$ cat src/rtl/hilo_muldiv_pkg.sv
// Shared op/state encodings and helpers for the HI/LO multiply/divide unit.
// Build option: MULDIV_FAST_MUL_EN selects a single-cycle multiplier.
package hilo_muldiv_pkg;

  typedef enum logic [1:0] {
    MD_MULT  = 2'b00,
    MD_MULTU = 2'b01,
    MD_DIV   = 2'b10,
    MD_DIVU  = 2'b11
  } md_op_e;

  typedef enum logic [1:0] {
    S_IDLE = 2'b00,
    S_MUL  = 2'b01,
    S_DIV  = 2'b10,
    S_DONE = 2'b11
  } md_state_e;

  localparam int MD_ITER = 32;

  function automatic logic [31:0] neg_if(
    input logic        n,
    input logic [31:0] v
  );
    return n ? -v : v;
  endfunction

endpackage

$ cat src/rtl/hilo_muldiv_if.sv
// Request/result bundle between the EX stage and the multiply/divide unit.
// master = EX stage issuing ops, slave = the unit.
interface hilo_muldiv_if;

  logic        start;
  logic [1:0]  op;
  logic [31:0] src1;
  logic [31:0] src2;
  logic        cancel;
  logic        stall;
  logic        done;
  logic        hi_we;
  logic        lo_we;
  logic [31:0] hi_o;
  logic [31:0] lo_o;

  modport master (
    output start, op, src1, src2, cancel,
    input  stall, done, hi_we, lo_we, hi_o, lo_o
  );

  modport slave (
    input  start, op, src1, src2, cancel,
    output stall, done, hi_we, lo_we, hi_o, lo_o
  );

endinterface

$ cat src/rtl/hilo_muldiv_div_radix2.sv
// Restoring radix-2 divider datapath on unsigned magnitudes.
// One quotient bit per enabled cycle; exposes the next-step values.
module div_radix2 (
  input  logic        clk,
  input  logic        rst,
  input  logic        load,
  input  logic        en,
  input  logic [31:0] dividend,
  input  logic [31:0] divisor,
  output logic [31:0] rem_nxt,
  output logic [31:0] quo_nxt
);

  logic [31:0] rem_q;
  logic [31:0] quo_q;
  logic [31:0] dvs_q;
  logic [32:0] trial;
  logic        fits;

  // remainder < divisor, so the shifted-in value always fits 33 bits
  assign trial   = {rem_q, quo_q[31]} - {1'b0, dvs_q};
  assign fits    = ~trial[32];
  assign rem_nxt = fits ? trial[31:0] : {rem_q[30:0], quo_q[31]};
  assign quo_nxt = {quo_q[30:0], fits};

  always_ff @(posedge clk) begin
    if (rst) begin
      rem_q <= '0;
      quo_q <= '0;
      dvs_q <= '0;
    end else if (load) begin
      rem_q <= '0;
      quo_q <= dividend;
      dvs_q <= divisor;
    end else if (en) begin
      rem_q <= rem_nxt;
      quo_q <= quo_nxt;
    end
  end

endmodule

$ cat src/rtl/hilo_muldiv.sv
// Iterative MULT/MULTU/DIV/DIVU unit writing HI/LO; stalls EX while busy.
// MULDIV_FAST_MUL_EN: multiply in the start cycle instead of 32 steps.
module hilo_muldiv
  import hilo_muldiv_pkg::*;
(
  input logic          clk,
  input logic          rst,
  hilo_muldiv_if.slave md
);

  md_state_e   state_q, state_d;
  logic [5:0]  cnt_q;
  logic        neg_lo_q, neg_hi_q;
  logic [63:0] acc_q;
  logic [31:0] mcd_q;
  logic [31:0] res_hi_q, res_lo_q;
  logic [31:0] hi_q, lo_q;

  md_op_e      op;
  logic        is_div, sgn, s1_neg, s2_neg;
  logic        accept, last, div_zero;
  logic [31:0] s1_mag, s2_mag;
  logic [31:0] rem_nxt, quo_nxt;
  logic [32:0] sum;
  logic [63:0] acc_nxt, mul_res;

  assign op       = md_op_e'(md.op);
  assign is_div   = (op == MD_DIV) || (op == MD_DIVU);
  assign sgn      = (op == MD_MULT) || (op == MD_DIV);
  assign s1_neg   = sgn & md.src1[31];
  assign s2_neg   = sgn & md.src2[31];
  assign s1_mag   = neg_if(s1_neg, md.src1);
  assign s2_mag   = neg_if(s2_neg, md.src2);
  assign div_zero = (md.src2 == '0);
  assign accept   = (state_q == S_IDLE) & md.start & ~md.cancel;
  assign last     = (cnt_q == 6'(MD_ITER - 1));

  // shift-add: multiplier sits in acc[31:0], product grows from the top
  assign sum     = {1'b0, acc_q[63:32]}
                 + (acc_q[0] ? {1'b0, mcd_q} : 33'd0);
  assign acc_nxt = {sum, acc_q[31:1]};
  assign mul_res = neg_lo_q ? -acc_nxt : acc_nxt;

`ifdef MULDIV_FAST_MUL_EN
  logic [63:0] fast_p;
  // sign-extended operands give the signed product in the low 64 bits
  assign fast_p = {{32{s1_neg}}, md.src1} * {{32{s2_neg}}, md.src2};
`endif

  div_radix2 u_div (
    .clk      (clk),
    .rst      (rst),
    .load     (accept & is_div),
    .en       (state_q == S_DIV),
    .dividend (s1_mag),
    .divisor  (s2_mag),
    .rem_nxt  (rem_nxt),
    .quo_nxt  (quo_nxt)
  );

  always_ff @(posedge clk) begin
    if (rst) state_q <= S_IDLE;
    else     state_q <= state_d;
  end

  always_comb begin
    state_d = state_q;
    if (md.cancel) begin
      state_d = S_IDLE;
    end else begin
      unique case (state_q)
        S_IDLE: begin
          if (md.start) begin
            if (is_div)
              state_d = div_zero ? S_DONE : S_DIV;
            else
`ifdef MULDIV_FAST_MUL_EN
              state_d = S_DONE;
`else
              state_d = S_MUL;
`endif
          end
        end
        S_MUL:   if (last) state_d = S_DONE;
        S_DIV:   if (last) state_d = S_DONE;
        S_DONE:  state_d = S_IDLE;
        default: state_d = S_IDLE;
      endcase
    end
  end

  always_comb begin
    md.stall = accept
             | (state_q == S_MUL)
             | (state_q == S_DIV);
    md.done  = (state_q == S_DONE) & ~md.cancel;
    md.hi_we = md.done;
    md.lo_we = md.done;
    // forward the staged result in the write cycle
    md.hi_o  = md.done ? res_hi_q : hi_q;
    md.lo_o  = md.done ? res_lo_q : lo_q;
  end

  always_ff @(posedge clk) begin
    if (rst) begin
      cnt_q    <= '0;
      neg_lo_q <= 1'b0;
      neg_hi_q <= 1'b0;
      acc_q    <= '0;
      mcd_q    <= '0;
      res_hi_q <= '0;
      res_lo_q <= '0;
      hi_q     <= '0;
      lo_q     <= '0;
    end else begin
      unique case (state_q)
        S_IDLE: begin
          if (accept) begin
            cnt_q    <= '0;
            neg_lo_q <= s1_neg ^ s2_neg;
            neg_hi_q <= s1_neg;
            acc_q    <= {32'b0, s2_mag};
            mcd_q    <= s1_mag;
            if (is_div && div_zero) begin
              res_hi_q <= md.src1;
              res_lo_q <= '1;
            end
`ifdef MULDIV_FAST_MUL_EN
            else if (!is_div) begin
              {res_hi_q, res_lo_q} <= fast_p;
            end
`endif
          end
        end
        S_MUL: begin
          cnt_q <= cnt_q + 6'd1;
          acc_q <= acc_nxt;
          if (last) {res_hi_q, res_lo_q} <= mul_res;
        end
        S_DIV: begin
          cnt_q <= cnt_q + 6'd1;
          if (last) begin
            res_hi_q <= neg_if(neg_hi_q, rem_nxt);
            res_lo_q <= neg_if(neg_lo_q, quo_nxt);
          end
        end
        S_DONE: begin
          if (md.done) begin
            hi_q <= res_hi_q;
            lo_q <= res_lo_q;
          end
        end
        default: ;
      endcase
    end
  end

endmodule

$ cat src/flat_wrapper.sv
// flat-port wrapper written by rule: the top's interface ports become plain ports
module hilo_muldiv_flat import hilo_muldiv_pkg::*;
  (clk, rst, md_start, md_op, md_src1, md_src2, md_cancel, md_stall, md_done, md_hi_we, md_lo_we, md_hi_o, md_lo_o);
  hilo_muldiv_if md_i ();
  input logic clk;
  input logic rst;
  input wire logic [$bits(md_i.start)-1:0] md_start;
  input wire logic [$bits(md_i.op)-1:0] md_op;
  input wire logic [$bits(md_i.src1)-1:0] md_src1;
  input wire logic [$bits(md_i.src2)-1:0] md_src2;
  input wire logic [$bits(md_i.cancel)-1:0] md_cancel;
  output wire logic [$bits(md_i.stall)-1:0] md_stall;
  output wire logic [$bits(md_i.done)-1:0] md_done;
  output wire logic [$bits(md_i.hi_we)-1:0] md_hi_we;
  output wire logic [$bits(md_i.lo_we)-1:0] md_lo_we;
  output wire logic [$bits(md_i.hi_o)-1:0] md_hi_o;
  output wire logic [$bits(md_i.lo_o)-1:0] md_lo_o;
  assign md_i.start = md_start;
  assign md_i.op = md_op;
  assign md_i.src1 = md_src1;
  assign md_i.src2 = md_src2;
  assign md_i.cancel = md_cancel;
  assign md_stall = md_i.stall;
  assign md_done = md_i.done;
  assign md_hi_we = md_i.hi_we;
  assign md_lo_we = md_i.lo_we;
  assign md_hi_o = md_i.hi_o;
  assign md_lo_o = md_i.lo_o;
  hilo_muldiv u_core (.clk(clk), .rst(rst), .md(md_i));
endmodule
$ cat config.mk
export PLATFORM = sky130hd
export DESIGN_NAME = hilo_muldiv_flat
export DESIGN_NICKNAME = d
export VERILOG_FILES = /design/src/rtl/hilo_muldiv_pkg.sv /design/src/rtl/hilo_muldiv_if.sv /design/src/rtl/hilo_muldiv_div_radix2.sv /design/src/rtl/hilo_muldiv.sv /design/src/flat_wrapper.sv
export SDC_FILE = /design/constraint.sdc
export NUM_CORES = 1
export LEC_CHECK = 0
export ABC_AREA = 0
export CAP_MARGIN = 20
export CORE_MARGIN = 2
export CORE_UTILIZATION = 55
export CTS_CLUSTER_DIAMETER = 100
export CTS_CLUSTER_SIZE = 40
export DETAILED_ROUTE_END_ITERATION = 8
export GPL_TIMING_DRIVEN = 0
export PLACE_DENSITY = 0.75
export SLEW_MARGIN = 30
export SYNTH_ARGS = -nofsm -noshare
export SYNTH_HDL_FRONTEND = slang
export SYNTH_HIERARCHICAL = 1
export SYNTH_SLANG_ARGS = --single-unit
$ cat constraint.sdc
create_clock -name clk -period 8 [get_ports clk]
set_clock_uncertainty 0.2 [all_clocks]
set_input_delay 0.8 -clock clk [delete_from_list [all_inputs] [get_ports clk]]
set_output_delay 0.8 -clock clk [all_outputs]
set_load 0.02 [all_outputs]
==> summary.md <==
| Metric | Value |
|---|---|
| Post-CTS setup repair buffer count | `0` |
| Endpoints failing hold | `0` |
| First-pass GRT wire length | `126400 microns` |
| Final total power | `4.961 mW` |
| Max transition margin | `25.49%` |
| Maximum frequency from static timing analysis | `132.3 MHz` |
| Combinational share of power | `43.2%` |
| Synthesis-to-finish area growth | `11.51%` |
| Synth Instances | `2859` |
| Bufs on Longest Clock Path | `3` |
| Vias per cell | `6.386` |
| Die extent in y | `204.7 microns` |
| Internal power component | `2.826 mW` |
| Clock-pin slew on the worst setup and hold paths | `0.15 ns` |
| Nets@finish | `3160` |
| Number of global-route vias before repair | `21.12k` |
| Setup repair after global routing missed its margin | `no` |
| DIE AREA | `0.04191 sq mm` |
| Share of the yosys chip area belonging to registers | `29.81%` |
| Shortest period the worst path allows | `7.561 ns` |
| DRT antenna net count | `0` |
| Overall track demand over capacity in global routing | `39.54%` |
| Routed length on met3 | `7912 microns` |
| Sw Ratio | `43.04%` |
| Total overflow reported by the global router | `0` |
| Type of the worst setup path | `reg -> reg` |
| Final max-slew violation count | `0` |
| Worst Slack Setup Final | `0.4388 ns` |
| Final-report setup violation count | `0` |
| Clock sink count | `330` |
| Highest metal used | `met5` |
| Total of warnings raised by yosys | `6` |
| Number of detailed-routing iterations run before antenna repair | `6` |
| Number of I/O pins | `138` |
| Wire length on met1 | `34640 microns` |
| Post-synthesis sequential element count | `330` |
| Cell at the slowest stage of the critical path | `sky130_fd_sc_hd__or4_1` |
| Met2 wire len | `37550 microns` |
| Worst-Skew Late Latency | `0.58 ns` |
| Maximum number of pins on one net before global-route repair | `41` |
| Initial core utilization | `55.77%` |
| CTS-repair resized insts | `0` |
| Buffering stage count on the worst path with inverters included | `4` |
| Reported leakage power | `9.424 nW` |
| GP Congestion | `1.023` |
| Horizontal die dimension | `204.7 microns` |
| Filler cell count | `3601` |
| Final critical-path share of the clock period | `94.51%` |
| Mean instance size in the synthesized netlist | `7.751 sq um` |
| Worst reg2reg setup slack | `0.44 ns` |
| Number of diodes added for antenna fixing | `0` |
| Share of final-layout standard cells stronger than drive strength 1 | `5.429%` |
| Number of hold-repair buffers added at the cts stage | `0` |
| DRT Wirelength | `85550 microns` |
| Net Count, Synth | `3006` |
| Initial antenna violation count | `2` |
| WP data required | `8.25 ns` |
| Status | `finished, final reports clean` |
| Worst Setup End Kind | `register` |
| Power per Cell Area | `200.8 mW/mm^2` |
| Number of enable-type register cells in the synthesized netlist | `0` |
| Number of DRC markers in iteration 0 | `2679` |
| Transition at the pin with the smallest max-transition slack | `1.118 ns` |
| Maximum single-stage delay on the critical path | `0.58 ns` |
| Area of the multi-input gates | `0.01427 sq mm` |
| TritonCTS Buffers | `15` |
| Sequential cell area in the final layout | `0.006606 sq mm` |
| Sequential Power Share | `36.7%` |
| Number of distinct standard cells referenced by the synthesized netlist | `88` |
| Clock share of power | `20.1%` |
| CTS H-Tree Depth | `1` |
| Clock root buffer | `sky130_fd_sc_hd__clkbuf_16` |
| Vias | `22.65k` |
| Share of synthesized registers carrying an async set or reset | `0%` |
| Ys flop type | `sky130_fd_sc_hd__dfxtp_1` |
| VDD IR-drop max | `148.4 uV` |
| Critical Path AT | `7.81 ns` |
| Core area | `0.03973 sq mm` |
| Count of unresolved DRC violations after routing | `0` |
| Sum of net half-perimeters after detailed placement | `68670 microns` |
| CTS tree | `done` |
| Startpoint type of the worst setup path | `register` |
| Accumulated negative setup slack | `0 ns` |
| IO Port Bufs | `137` |
| Routed length per placed instance | `24.12 microns` |
| Post-Place Worst Slack | `0.6836 ns` |
| Switching pwr | `2.135 mW` |
| Delay-heaviest family, CP | `simple AND/OR/NAND/NOR gates` |
| Path type of the worst min-delay path | `reg -> reg` |
| FP Rows | `73` |
| Max_cap viols | `0` |
| Netlist area before placement | `0.02216 sq mm` |
| Biggest fanout along the worst timing path | `10` |
==> per-stage QoR <==
stage / util, % / cells / cell area [sq um] / hold WS, ns
finish: 62.19 / 3546 / 24710 / 0.2628
global route: 62.19 / 3546 / 24710 / 0.2792
CTS: 62.16 / 3546 / 24700 / 0.2585
detailed placement: 60.89 / 3521 / 24190 / 0.2426
global placement: 60.88 / 3521 / 24190 / 0.2421
floorplan: - / 2859 / 22160 / 0.2273
==> metal layers <==
layer / track usage [%] / vias to the layer above
met5: 0 / -
li1: - / 10420
met1: 50.99 / 10780
met3: 6.745 / 237
met4: 21.95 / 2
met2: 62.62 / 1203
==> logic make-up after synthesis <==
| family | Yosys count | share of synthesized area (%) |
|---|---|---|
| compound gates | 712 | 20.89 |
| xor+xnor | 221 | 8.735 |
| fa+ha+maj | 77 | 4.416 |
| buf+inv | 305 | 5.872 |
| flops | 330 | 29.81 |
| mux | 157 | 7.544 |
| simple gates | 1057 | 22.73 |
==> final timing paths <==
check             cells after the start                   to              startpoint
setup / recovery                     25  u_core/res_hi_q[28]  u_core/u_div/quo_q[31]
hold / removal                        2  u_core/res_hi_q[15]     u_core/res_hi_q[15]
setup reg to reg                     25  u_core/res_hi_q[28]  u_core/u_div/quo_q[31]
hold reg to reg                       2  u_core/res_hi_q[15]     u_core/res_hi_q[15]
==> synthesized netlist by cell type (28+ instances only) <==
| cell type | n | area, sq um |
|---|---|---|
| sky130_fd_sc_hd__nor2_1 | 426 | 1599 |
| sky130_fd_sc_hd__dfxtp_1 | 330 | 6606 |
| sky130_fd_sc_hd__a21oi_1 | 231 | 1156 |
| sky130_fd_sc_hd__nand2_1 | 196 | 735.7 |
| sky130_fd_sc_hd__clkbuf_1 | 161 | 604.3 |
| sky130_fd_sc_hd__xnor2_1 | 154 | 1349 |
| sky130_fd_sc_hd__o21ai_0 | 107 | 535.5 |
| sky130_fd_sc_hd__nor3_1 | 104 | 520.5 |
| sky130_fd_sc_hd__inv_1 | 81 | 304.0 |
| sky130_fd_sc_hd__mux2i_1 | 77 | 770.7 |
| sky130_fd_sc_hd__ha_1 | 75 | 938.4 |
| sky130_fd_sc_hd__nor2b_1 | 72 | 450.4 |
| sky130_fd_sc_hd__xor2_1 | 67 | 586.8 |
| sky130_fd_sc_hd__mux2_2 | 64 | 720.7 |
| sky130_fd_sc_hd__a22oi_1 | 59 | 442.9 |
| sky130_fd_sc_hd__and2_1 | 53 | 331.6 |
| sky130_fd_sc_hd__o31ai_1 | 38 | 285.3 |
| sky130_fd_sc_hd__buf_4 | 37 | 277.8 |
| sky130_fd_sc_hd__nand3_1 | 37 | 185.2 |
| sky130_fd_sc_hd__a311oi_1 | 30 | 262.8 |
| sky130_fd_sc_hd__o41ai_1 | 30 | 262.8 |
| sky130_fd_sc_hd__o21a_1 | 28 | 210.2 |
| sky130_fd_sc_hd__or4_1 | 28 | 210.2 |
==> sequential cells by signal, indices dropped and copies added (netlist names), 32 cells and up <==
name,flops
u_core/u_div/quo_q,32
u_core/u_div/rem_q,32
u_core/lo_q,32
u_core/acc_q,64
u_core/u_div/dvs_q,32
u_core/res_hi_q,32
u_core/res_lo_q,32
u_core/hi_q,32
u_core/mcd_q,32
==> layout by cell type, fill, tap and decap left out, types with 29 or more instances in the layout <==
cell,n
sky130_fd_sc_hd__nor2b_1,72
sky130_fd_sc_hd__o31ai_1,38
sky130_fd_sc_hd__ha_1,75
sky130_fd_sc_hd__a22oi_1,59
sky130_fd_sc_hd__and2_1,53
sky130_fd_sc_hd__clkdlybuf4s50_1,137
sky130_fd_sc_hd__nand2_1,196
sky130_fd_sc_hd__mux2_2,64
sky130_fd_sc_hd__xor2_1,67
sky130_fd_sc_hd__a311oi_1,29
sky130_fd_sc_hd__xnor2_1,154
sky130_fd_sc_hd__o41ai_1,30
sky130_fd_sc_hd__clkbuf_1,160
sky130_fd_sc_hd__nor2_1,426
sky130_fd_sc_hd__o21ai_0,107
sky130_fd_sc_hd__inv_1,81
sky130_fd_sc_hd__mux2i_1,77
sky130_fd_sc_hd__nor3_1,104
sky130_fd_sc_hd__a21oi_1,231
sky130_fd_sc_hd__buf_4,37
sky130_fd_sc_hd__dfxtp_1,330
sky130_fd_sc_hd__nand3_1,37
==> worst reg2reg max path, cell delays in order (launching register included) <==
cell                       delay [ns]
sky130_fd_sc_hd__dfxtp_1         0.48
sky130_fd_sc_hd__inv_1           0.08
sky130_fd_sc_hd__ha_1            0.23
sky130_fd_sc_hd__fa_1            0.40
sky130_fd_sc_hd__nand2b_1        0.19
sky130_fd_sc_hd__a21oi_2         0.22
sky130_fd_sc_hd__o21a_1          0.28
sky130_fd_sc_hd__a21oi_2         0.13
sky130_fd_sc_hd__o21a_1          0.25
sky130_fd_sc_hd__or3_1           0.35
sky130_fd_sc_hd__and3_4          0.20
sky130_fd_sc_hd__inv_4           0.11
sky130_fd_sc_hd__buf_2           0.28
sky130_fd_sc_hd__buf_2           0.31
sky130_fd_sc_hd__a21oi_1         0.15
sky130_fd_sc_hd__or4_1           0.58
sky130_fd_sc_hd__nor3_1          0.41
sky130_fd_sc_hd__nand3_1         0.22
sky130_fd_sc_hd__or4_1           0.47
sky130_fd_sc_hd__or3_1           0.45
sky130_fd_sc_hd__o41ai_1         0.35
sky130_fd_sc_hd__xnor2_1         0.24
sky130_fd_sc_hd__nand3_1         0.19
sky130_fd_sc_hd__o21ai_0         0.13
sky130_fd_sc_hd__a311oi_1        0.44
sky130_fd_sc_hd__nor3_1          0.10
==> area by class of cell <==
class | count | share of cell area (%)
inverters | 83 | 1.271
plain buffers | 222 | 4.000
clock inverters | 9 | 0.4608
well taps | 525 | 2.658
multi-input cells | 2224 | 57.75
repair buffers | 137 | 5.550
flip-flops and latches | 330 | 26.74
clock buffers | 16 | 1.575
==> power by group through the flow <==
| stage | sequential [mW] | combinational, mW | clock, mW |
|---|---|---|---|
| after global placement | 1.85 | 2.02 | 0 |
| after floorplan | 1.82 | 1.39 | 0 |
| after global routing | 1.83 | 2.28 | 1.06 |
| after detailed placement | 1.85 | 2.05 | 0 |
| final | 1.82 | 2.14 | 0.997 |
| after CTS | 1.82 | 2.06 | 0.997 |
Power figures use the tool's default switching activity.
